--- src/rtl/hardwired_control_pkg.sv ---
// -----------------------------------------------------------------------------
// hardwired_control_pkg
//   Shared definitions for the hardwired control sequencer: opcode constants,
//   sequencer state encoding, instruction-register field positions and the
//   one-hot instruction class record produced by instr_class_decode.
// -----------------------------------------------------------------------------
package hardwired_control_pkg;

  // Instruction register field positions
  localparam int IR_OPC_MSB = 31;
  localparam int IR_OPC_LSB = 27;
  localparam int IR_RA_MSB  = 26;
  localparam int IR_RA_LSB  = 23;
  localparam int IR_RB_MSB  = 22;
  localparam int IR_RB_LSB  = 19;
  localparam int IR_RC_MSB  = 18;
  localparam int IR_RC_LSB  = 15;

  // Opcodes; the R-type, mul/div and unary opcodes double as ALU function codes
  localparam logic [4:0] OP_ADD  = 5'b00011;
  localparam logic [4:0] OP_SUB  = 5'b00100;
  localparam logic [4:0] OP_AND  = 5'b00101;
  localparam logic [4:0] OP_OR   = 5'b00110;
  localparam logic [4:0] OP_ROR  = 5'b00111;
  localparam logic [4:0] OP_ROL  = 5'b01000;
  localparam logic [4:0] OP_SHR  = 5'b01001;
  localparam logic [4:0] OP_SHRA = 5'b01010;
  localparam logic [4:0] OP_SHL  = 5'b01011;
  localparam logic [4:0] OP_ADDI = 5'b01100;
  localparam logic [4:0] OP_ANDI = 5'b01101;
  localparam logic [4:0] OP_ORI  = 5'b01110;
  localparam logic [4:0] OP_MUL  = 5'b01111;
  localparam logic [4:0] OP_DIV  = 5'b10000;
  localparam logic [4:0] OP_NEG  = 5'b10001;
  localparam logic [4:0] OP_NOT  = 5'b10010;
  localparam logic [4:0] OP_NOP  = 5'b11010;
  localparam logic [4:0] OP_HALT = 5'b11011;

  // Sequencer states, one clock each
  typedef enum logic [3:0] {
    ST_RST  = 4'd0,
    ST_T0   = 4'd1,
    ST_T1   = 4'd2,
    ST_T2   = 4'd3,
    ST_T3   = 4'd4,
    ST_T4   = 4'd5,
    ST_T5   = 4'd6,
    ST_T6   = 4'd7,
    ST_HALT = 4'd8
  } state_t;

  // One-hot instruction class
  typedef struct packed {
    logic rtype;
    logic imm;
    logic muldiv;
    logic unary;
    logic nop;
    logic halt;
    logic bad;
  } instr_class_t;

  function automatic logic [4:0] opcode_of(input logic [31:0] ir);
    return ir[IR_OPC_MSB:IR_OPC_LSB];
  endfunction

endpackage

--- src/rtl/hardwired_control_if.sv ---
// -----------------------------------------------------------------------------
// hardwired_control_if
//   Bundle between the control sequencer and the bus datapath.
//   master : the sequencer (reads IR/stop, drives all strobes)
//   slave  : the datapath side (drives IR/stop, consumes strobes)
// -----------------------------------------------------------------------------
interface hardwired_control_if;
  logic [31:0] IR;
  logic        stop;
  logic        run;
  logic        PCout, PCin, IncPC, MARin;
  logic        read, MDRin, MDRout, IRin;
  logic        Yin, Zlowin, Zhighin, ZLOout, ZHIout;
  logic        LOin, HIin;
  logic        Gra, Grb, Grc, Rin, Rout, Cout;
  logic [4:0]  operation;
  logic        illegal;

  modport master (
    input  IR, stop,
    output run, PCout, PCin, IncPC, MARin, read, MDRin, MDRout, IRin,
           Yin, Zlowin, Zhighin, ZLOout, ZHIout, LOin, HIin,
           Gra, Grb, Grc, Rin, Rout, Cout, operation, illegal
  );

  modport slave (
    output IR, stop,
    input  run, PCout, PCin, IncPC, MARin, read, MDRin, MDRout, IRin,
           Yin, Zlowin, Zhighin, ZLOout, ZHIout, LOin, HIin,
           Gra, Grb, Grc, Rin, Rout, Cout, operation, illegal
  );
endinterface

--- src/rtl/hardwired_control_instr_class_decode.sv ---
// -----------------------------------------------------------------------------
// instr_class_decode
//   Purely combinational opcode classifier.
//   i_opcode : 5-bit opcode from IR
//   o_class  : one-hot {rtype, imm, muldiv, unary, nop, halt, bad}
//   o_imm_op : ALU function code for the immediate class
// -----------------------------------------------------------------------------
module instr_class_decode
  import hardwired_control_pkg::*;
(
  input  logic [4:0]   i_opcode,
  output instr_class_t o_class,
  output logic [4:0]   o_imm_op
);

  always_comb begin
    // NOTE: every output gets a default first so no path leaves it unassigned
    // (which would infer a latch).
    o_class  = '0;
    o_imm_op = OP_ADD;
    case (i_opcode)
      OP_ADD, OP_SUB, OP_AND, OP_OR, OP_ROR,
      OP_ROL, OP_SHR, OP_SHRA, OP_SHL: o_class.rtype  = 1'b1;
      OP_ADDI: begin o_class.imm = 1'b1; o_imm_op = OP_ADD; end
      OP_ANDI: begin o_class.imm = 1'b1; o_imm_op = OP_AND; end
      OP_ORI:  begin o_class.imm = 1'b1; o_imm_op = OP_OR;  end
      OP_MUL, OP_DIV:                  o_class.muldiv = 1'b1;
      OP_NEG, OP_NOT:                  o_class.unary  = 1'b1;
      OP_NOP:                          o_class.nop    = 1'b1;
      OP_HALT:                         o_class.halt   = 1'b1;
      default:                         o_class.bad    = 1'b1;
    endcase
  end

endmodule

--- src/rtl/hardwired_control.sv ---
// -----------------------------------------------------------------------------
// hardwired_control
//   Moore control sequencer for the bus datapath: fetch (T0-T2), then a
//   class-dependent execute sequence (T3-T6), with RST and HALT states.
//   clock : rising-edge clock
//   clear : asynchronous active-high reset, forces RST
//   bus   : master side of hardwired_control_if (IR, stop in; strobes out)
//   RESET_PC_HOLD : idle RST edges after clear falls before the first T0 (1..3)
// -----------------------------------------------------------------------------
module hardwired_control
  import hardwired_control_pkg::*;
#(
  parameter int RESET_PC_HOLD = 1
) (
  input  logic                clock,
  input  logic                clear,
  hardwired_control_if.master bus
);

  localparam logic [1:0] HOLD_LAST = 2'(RESET_PC_HOLD);

  state_t       r_state;
  state_t       w_next;
  logic [1:0]   r_hold;
  logic [4:0]   w_opcode;
  instr_class_t w_class;
  logic [4:0]   w_imm_op;
  state_t       w_boundary;

  assign w_opcode = opcode_of(bus.IR);

  instr_class_decode u_decode (
    .i_opcode (w_opcode),
    .o_class  (w_class),
    .o_imm_op (w_imm_op)
  );

  // State register
  always_ff @(posedge clock or posedge clear) begin
    if (clear) begin
      r_state <= ST_RST;
      r_hold  <= 2'd0;
    end else begin
      // NOTE: sequential state uses non-blocking assignments so every flop
      // samples pre-edge values regardless of statement order.
      r_state <= w_next;
      if (r_state == ST_RST && r_hold != HOLD_LAST)
        r_hold <= r_hold + 2'd1;
    end
  end

  // Where the last execute state goes: stop is only honoured at the boundary
  assign w_boundary = bus.stop ? ST_HALT : ST_T0;

  // Next-state logic
  always_comb begin
    w_next = r_state;
    case (r_state)
      ST_RST:  w_next = (r_hold == HOLD_LAST) ? ST_T0 : ST_RST;
      ST_T0:   w_next = ST_T1;
      ST_T1:   w_next = ST_T2;
      ST_T2:   w_next = ST_T3;
      ST_T3: begin
        if (w_class.halt)                    w_next = ST_HALT;
        else if (w_class.nop || w_class.bad) w_next = w_boundary;
        else                                 w_next = ST_T4;
      end
      ST_T4:   w_next = w_class.unary  ? w_boundary : ST_T5;
      ST_T5:   w_next = w_class.muldiv ? ST_T6 : w_boundary;
      ST_T6:   w_next = w_boundary;
      ST_HALT: w_next = ST_HALT;
      default: w_next = ST_RST;
    endcase
  end

  // Output decode (state and IR only)
  always_comb begin
    bus.PCout = 1'b0; bus.PCin = 1'b0; bus.IncPC = 1'b0; bus.MARin = 1'b0;
    bus.read = 1'b0; bus.MDRin = 1'b0; bus.MDRout = 1'b0; bus.IRin = 1'b0;
    bus.Yin = 1'b0; bus.Zlowin = 1'b0; bus.Zhighin = 1'b0;
    bus.ZLOout = 1'b0; bus.ZHIout = 1'b0; bus.LOin = 1'b0; bus.HIin = 1'b0;
    bus.Gra = 1'b0; bus.Grb = 1'b0; bus.Grc = 1'b0;
    bus.Rin = 1'b0; bus.Rout = 1'b0; bus.Cout = 1'b0;
    bus.operation = 5'b00000;
    bus.illegal   = 1'b0;
    bus.run       = (r_state != ST_RST) && (r_state != ST_HALT);

    case (r_state)
      ST_T0: begin bus.PCout = 1'b1; bus.MARin = 1'b1; bus.IncPC = 1'b1; bus.Zlowin = 1'b1; end
      ST_T1: begin bus.ZLOout = 1'b1; bus.PCin = 1'b1; bus.read = 1'b1; bus.MDRin = 1'b1; end
      ST_T2: begin bus.MDRout = 1'b1; bus.IRin = 1'b1; end
      ST_T3: begin
        if (w_class.rtype || w_class.imm) begin
          bus.Grb = 1'b1; bus.Rout = 1'b1; bus.Yin = 1'b1;
        end else if (w_class.muldiv) begin
          bus.Gra = 1'b1; bus.Rout = 1'b1; bus.Yin = 1'b1;
        end else if (w_class.unary) begin
          // Unary ops read their single operand straight onto the ALU; Y unused
          bus.Grb = 1'b1; bus.Rout = 1'b1; bus.Zlowin = 1'b1;
          bus.operation = w_opcode;
        end else if (w_class.bad) begin
          bus.illegal = 1'b1;
        end
      end
      ST_T4: begin
        if (w_class.rtype) begin
          bus.Grc = 1'b1; bus.Rout = 1'b1; bus.Zlowin = 1'b1;
          bus.operation = w_opcode;
        end else if (w_class.imm) begin
          bus.Cout = 1'b1; bus.Zlowin = 1'b1;
          bus.operation = w_imm_op;
        end else if (w_class.muldiv) begin
          bus.Grb = 1'b1; bus.Rout = 1'b1; bus.Zlowin = 1'b1; bus.Zhighin = 1'b1;
          bus.operation = w_opcode;
        end else if (w_class.unary) begin
          bus.ZLOout = 1'b1; bus.Gra = 1'b1; bus.Rin = 1'b1;
        end
      end
      ST_T5: begin
        if (w_class.muldiv) begin
          bus.ZLOout = 1'b1; bus.LOin = 1'b1;
        end else begin
          bus.ZLOout = 1'b1; bus.Gra = 1'b1; bus.Rin = 1'b1;
        end
      end
      ST_T6: begin bus.ZHIout = 1'b1; bus.HIin = 1'b1; end
      default: ;
    endcase
  end

endmodule

--- src/flat_wrapper.sv ---
// flat-port wrapper written by rule: the top's interface ports become plain ports
module hardwired_control_flat import hardwired_control_pkg::*;
#(
  parameter int RESET_PC_HOLD = 1
)
  (clock, clear, bus_IR, bus_stop, bus_run, bus_PCout, bus_PCin, bus_IncPC, bus_MARin, bus_read, bus_MDRin, bus_MDRout, bus_IRin, bus_Yin, bus_Zlowin, bus_Zhighin, bus_ZLOout, bus_ZHIout, bus_LOin, bus_HIin, bus_Gra, bus_Grb, bus_Grc, bus_Rin, bus_Rout, bus_Cout, bus_operation, bus_illegal);
  hardwired_control_if bus_i ();
  input  logic clock;
  input  logic clear;
  input wire logic [$bits(bus_i.IR)-1:0] bus_IR;
  input wire logic [$bits(bus_i.stop)-1:0] bus_stop;
  output wire logic [$bits(bus_i.run)-1:0] bus_run;
  output wire logic [$bits(bus_i.PCout)-1:0] bus_PCout;
  output wire logic [$bits(bus_i.PCin)-1:0] bus_PCin;
  output wire logic [$bits(bus_i.IncPC)-1:0] bus_IncPC;
  output wire logic [$bits(bus_i.MARin)-1:0] bus_MARin;
  output wire logic [$bits(bus_i.read)-1:0] bus_read;
  output wire logic [$bits(bus_i.MDRin)-1:0] bus_MDRin;
  output wire logic [$bits(bus_i.MDRout)-1:0] bus_MDRout;
  output wire logic [$bits(bus_i.IRin)-1:0] bus_IRin;
  output wire logic [$bits(bus_i.Yin)-1:0] bus_Yin;
  output wire logic [$bits(bus_i.Zlowin)-1:0] bus_Zlowin;
  output wire logic [$bits(bus_i.Zhighin)-1:0] bus_Zhighin;
  output wire logic [$bits(bus_i.ZLOout)-1:0] bus_ZLOout;
  output wire logic [$bits(bus_i.ZHIout)-1:0] bus_ZHIout;
  output wire logic [$bits(bus_i.LOin)-1:0] bus_LOin;
  output wire logic [$bits(bus_i.HIin)-1:0] bus_HIin;
  output wire logic [$bits(bus_i.Gra)-1:0] bus_Gra;
  output wire logic [$bits(bus_i.Grb)-1:0] bus_Grb;
  output wire logic [$bits(bus_i.Grc)-1:0] bus_Grc;
  output wire logic [$bits(bus_i.Rin)-1:0] bus_Rin;
  output wire logic [$bits(bus_i.Rout)-1:0] bus_Rout;
  output wire logic [$bits(bus_i.Cout)-1:0] bus_Cout;
  output wire logic [$bits(bus_i.operation)-1:0] bus_operation;
  output wire logic [$bits(bus_i.illegal)-1:0] bus_illegal;
  assign bus_i.IR = bus_IR;
  assign bus_i.stop = bus_stop;
  assign bus_run = bus_i.run;
  assign bus_PCout = bus_i.PCout;
  assign bus_PCin = bus_i.PCin;
  assign bus_IncPC = bus_i.IncPC;
  assign bus_MARin = bus_i.MARin;
  assign bus_read = bus_i.read;
  assign bus_MDRin = bus_i.MDRin;
  assign bus_MDRout = bus_i.MDRout;
  assign bus_IRin = bus_i.IRin;
  assign bus_Yin = bus_i.Yin;
  assign bus_Zlowin = bus_i.Zlowin;
  assign bus_Zhighin = bus_i.Zhighin;
  assign bus_ZLOout = bus_i.ZLOout;
  assign bus_ZHIout = bus_i.ZHIout;
  assign bus_LOin = bus_i.LOin;
  assign bus_HIin = bus_i.HIin;
  assign bus_Gra = bus_i.Gra;
  assign bus_Grb = bus_i.Grb;
  assign bus_Grc = bus_i.Grc;
  assign bus_Rin = bus_i.Rin;
  assign bus_Rout = bus_i.Rout;
  assign bus_Cout = bus_i.Cout;
  assign bus_operation = bus_i.operation;
  assign bus_illegal = bus_i.illegal;
  hardwired_control #(.RESET_PC_HOLD(RESET_PC_HOLD)) u_core (.clock(clock), .clear(clear), .bus(bus_i));
endmodule
--- config.mk ---
export PLATFORM = sky130hd
export DESIGN_NAME = hardwired_control_flat
export DESIGN_NICKNAME = d
export VERILOG_FILES = /design/src/rtl/hardwired_control_pkg.sv /design/src/rtl/hardwired_control_if.sv /design/src/rtl/hardwired_control_instr_class_decode.sv /design/src/rtl/hardwired_control.sv /design/src/flat_wrapper.sv
export SDC_FILE = /design/constraint.sdc
export NUM_CORES = 1
export LEC_CHECK = 0
export BUFFER_PORTS_ARGS = -buffer_cell sky130_fd_sc_hd__buf_4
export CORE_UTILIZATION = 44
export DETAILED_ROUTE_END_ITERATION = 6
export PLACE_DENSITY = 0.85
export SLEW_MARGIN = 20
export SYNTH_ARGS = -nofsm -noshare
export SYNTH_HDL_FRONTEND = slang
export SYNTH_SLANG_ARGS = --single-unit
--- constraint.sdc ---
create_clock -name clock -period 4.6 [get_ports clock]
set_input_delay 0.92 -clock clock [delete_from_list [all_inputs] [get_ports clock]]
set_output_delay 0.92 -clock clock [all_outputs]
set_load 0.01 [all_outputs]
==> PnR_summary.wiki <==
{| class="wikitable"
! Metric !! Value
|-
| Die outline height || 46.8 um
|-
| Number of post-CTS setup repair buffers || 0
|-
| Number of nets with antenna violations after routing || 0
|-
| Switching share of power || approximately 45%
|-
| Routed vias/inst || 5.69
|-
| Post-layout power || 0.453 mW
|-
| Number of instances resized during post-cts repair || 0
|-
| Maximum buffer depth of the clock tree || 2
|-
| Count of final max-slew check failures || 0
|-
| Final setup violation count || 0
|-
| Power density normalized to cell area || 409 mW/mm^2
|-
| Final setup slack of the worst path || roughly 1.1 ns
|-
| Register share of total power || between 20 and 30%
|-
| Critical Path RT || 3.68 ns
|-
| CTS HTree Levels || 1
|-
| Hold Path End || u_core.r_hold[1]$_DFFE_PP0P_
|-
| DRC || 0
|-
| All-layer global routing usage || 21.1%
|-
| Total grt overflow || 0
|-
| Syn Area/Cell || between 7 and 8 um^2
|-
| Last weighted congestion value of the routability-driven placer || 0.804
|-
| Maximum fanout encountered on the critical timing path || 18
|-
| Worst vdd rail ir drop || roughly 0.00041 V
|-
| Worst Skew || 0.000109 ns
|-
| Critical Path AT || 2.55 ns
|-
| Internal power consumption || between 0.2 and 0.25 mW
|-
| Worst slew pin tran || around 0.44 ns
|-
| Global-route wire length before repair || 3380 um
|-
| Routed WL per cell || 12.9 um
|-
| Switching Power || roughly 0.21 mW
|-
| Routed wire length || about 2200 um
|-
| FFs w/ async S/R, synth || 100%
|-
| # rows || 15
|-
| GRT busiest layer || met2
|-
| Initial standard-cell utilization of the core || 49.0%
|-
| Category of the worst setup path capture point || output port
|-
| Hold slack final || roughly 0.48 ns
|-
| Leak Pwr || approximately 0.48 nW
|-
| Combinational power share || 64.3%
|-
| Setup slack at placement || 1.13 ns
|-
| Crit. Startpoint || bus_IR[31]
|-
| Hold path startpoint || u_core.r_hold[1]$_DFFE_PP0P_
|-
| Max-cap violations || 0
|-
| Layout area overhead || 25.4%
|-
| Total number of nets in the final design || 181
|-
| Clock period minus final worst setup slack || 3.47 ns
|-
| Number of distinct library cells after synthesis || 44
|-
| Cell-by-cell trace of the critical path || buf_4 -> or3b_4 -> o32a_4 -> or3b_4 -> a22oi_2 -> buf_4
|-
| Vias after detailed routing || 956
|-
| Violation count after the first detailed-routing iteration || 23
|-
| Count of cells along the worst register-to-register path || 4
|-
| Worst slew margin relative to its limit || 70.6%
|-
| Setup TNS after final layout || 0 ns
|-
| Result of the run || finished, final reports clean
|-
| Area of the die || 0.00219 mm^2
|-
| Met2 Use GR || 35.3%
|-
| Placed wire-length estimate after detailed placement || around 1700 um
|-
| Type of the most critical hold path || reg -> reg
|-
| Count of synthesis-stage warnings from yosys || 0
|-
| Final hold violation count || 0
|-
| Slowest cell delay on critical path || 0.42 ns
|-
| First-pass iteration count of the detailed router || 4
|-
| Relative contribution of the clock network to total power || 10.1%
|-
| Mapped Area || 882 um^2
|-
| Number of cells on the worst hold path || 2
|-
| Port bufs || 35
|-
| Die X || 46.8 um
|-
| RSZ-0062 raised after global routing || no
|-
| Final worst-path cycle share || 75.5%
|-
| Synth Net Count || 158
|-
| Maximum number of pins on one net before global-route repair || 19
|-
| Total CTS buffers || 3
|-
| Number of flip-flops and latches in the synthesized netlist || 6
|-
| Standard cell core area || 0.00180 mm^2
|-
| Clk pin slew, worst setup/hold paths || 0.04 ns
|-
| Post-synth EDFFs || 0
|-
| Cell at the slowest stage of the critical path || sky130_fd_sc_hd__or3b_4
|-
| Vias in the first global route || 757
|-
| Beginning of the worst register-to-register path || u_core.r_state[0]$_DFF_PP0_
|-
| Hold-fix buffers, CTS || 0
|-
| Number of instances in the synthesized netlist || 122
|-
| Reg2Reg Setup Slack || around 2.7 ns
|-
| Ant. Diodes || 0
|-
| Sequential-to-total area share from yosys stat || 17.0%
|-
| Number of antenna violations at the first check in global routing || 0
|-
| Peak Freq || 0.288 GHz
|-
| Met1 capacity usage during global routing || 29.8%
|-
| Most used flip-flop cell after synthesis || sky130_fd_sc_hd__dfrtp_1
|-
| Ports placed on the boundary || 63
|-
| GR Layer Usage met3 || 3.46%
|-
| Crit path launch type || primary input
|-
| TritonCTS clock tree || yes
|-
| Worst Path Class, Setup || in -> out
|-
| Critical register-to-register path endpoint || u_core.r_state[3]$_DFF_PP0_
|-
| Fraction of layout cells with a size suffix above 1 || 32.2%
|-
| Clock insertion delay at the later pin of the skew report || 0.24 ns
|-
| Number of clock sinks || 6
|-
| CTS root buffer || sky130_fd_sc_hd__clkbuf_4
|}
## synth_stat cells (all sizes together) (2+ instances only)
master / n / area share (%)
a32o: 2 / 2.3
clkbuf: 8 / 3.4
nor2: 12 / 5.1
nor2b: 5 / 3.5
o22ai: 2 / 1.4
a2111oi: 2 / 2.0
nand2: 10 / 4.3
o32a: 2 / 3.7
nand2b: 2 / 1.4
nor3: 5 / 2.8
nand3: 2 / 1.1
nor4b: 2 / 2.0
xor2: 2 / 2.0
o21a: 2 / 1.7
or3b: 2 / 2.6
a21oi: 10 / 5.7
and3: 2 / 1.4
or3: 3 / 2.1
o21ai: 4 / 2.3
o211ai: 3 / 2.6
inv: 6 / 2.6
buf: 9 / 7.1
dfrtp: 6 / 17
## worst max-delay path by stage
stage                           to  slack, ns
after floorplan           bus_Rout       1.34
after global placement    bus_Rout       1.15
after detailed placement  bus_Rout       1.13
after CTS                 bus_Rout       1.12
after global routing      bus_Rout       1.06
final                     bus_Rout       1.13
## routing by layer
layer | up-vias | wire [um]
met5 | - | 0
met4 | 0 | 0
met3 | 0 | 135
met2 | 39 | 1030
met1 | 434 | 996
li1 | 483 | -
## registers in the layout (all words and copies together), names as in the netlist
name	count
u_core.r_state	4
u_core.r_hold	2
## per-stage QoR
| step | utilization, % | instance area, um^2 | std cells |
|---|---|---|---|
| 2_1_floorplan | - | 882 | 122 |
| 3_3_place_gp | 60.1 | 1080 | 165 |
| 3_5_place_dp | 60.1 | 1080 | 165 |
| 4_1_cts | 61.4 | 1110 | 168 |
| 5_1_grt | 61.4 | 1110 | 168 |
| 6_report | 61.4 | 1110 | 168 |
## logic make-up (layout without fill, tap and decap cells)
group	after synthesis	after routing	share of synthesized area, %
compound gates	35	35	30.9
xor+xnor	3	3	2.98
buf+inv	23	44	13.0
simple gates	53	53	33.5
fa+ha+maj	2	2	2.55
flops	6	6	17.0
## placed cells by master, fill, tap and decap left out, types with 2 or more instances in the layout
| cell | n |
|---|---|
| sky130_fd_sc_hd__and3_1 | 2 |
| sky130_fd_sc_hd__o21a_1 | 2 |
| sky130_fd_sc_hd__buf_4 | 35 |
| sky130_fd_sc_hd__nor4b_1 | 2 |
| sky130_fd_sc_hd__o22ai_1 | 2 |
| sky130_fd_sc_hd__nand2_1 | 10 |
| sky130_fd_sc_hd__o21ai_0 | 4 |
| sky130_fd_sc_hd__dfrtp_1 | 6 |
| sky130_fd_sc_hd__nor3_1 | 5 |
| sky130_fd_sc_hd__clkbuf_4 | 3 |
| sky130_fd_sc_hd__a32o_1 | 2 |
| sky130_fd_sc_hd__nor2_1 | 12 |
| sky130_fd_sc_hd__a2111oi_0 | 2 |
| sky130_fd_sc_hd__nand3_1 | 2 |
| sky130_fd_sc_hd__xor2_1 | 2 |
| sky130_fd_sc_hd__or3b_4 | 2 |
| sky130_fd_sc_hd__inv_1 | 6 |
| sky130_fd_sc_hd__o211ai_1 | 3 |
| sky130_fd_sc_hd__nor2b_1 | 5 |
| sky130_fd_sc_hd__or3_1 | 3 |
| sky130_fd_sc_hd__nand2b_1 | 2 |
| sky130_fd_sc_hd__a21oi_1 | 10 |
## power groups by stage
stage	clock network, mW	registers (mW)	logic, mW
2_1_floorplan	0	0.0783	0.236
3_3_place_gp	0	0.114	0.283
3_5_place_dp	0	0.115	0.290
4_1_cts	0.0479	0.114	0.292
5_1_grt	0.0525	0.120	0.317
6_report	0.0457	0.116	0.291
## layout make-up
type	count	area, um^2
Fill cell	171	696
Multi-Input combinational cell	93	617
Timing Repair Buffer	35	263
Sequential cell	6	150
Tap cell	25	31.3
Clock buffer	3	22.5
Inverter	6	22.5
## critical path: cells and delay by family
family / cells / cell delay, ns
buf+inv: 2 / 0.33
simple gates: 2 / 0.81
compound gates: 2 / 0.50
Note: power is estimated with default switching activity, not from simulation.
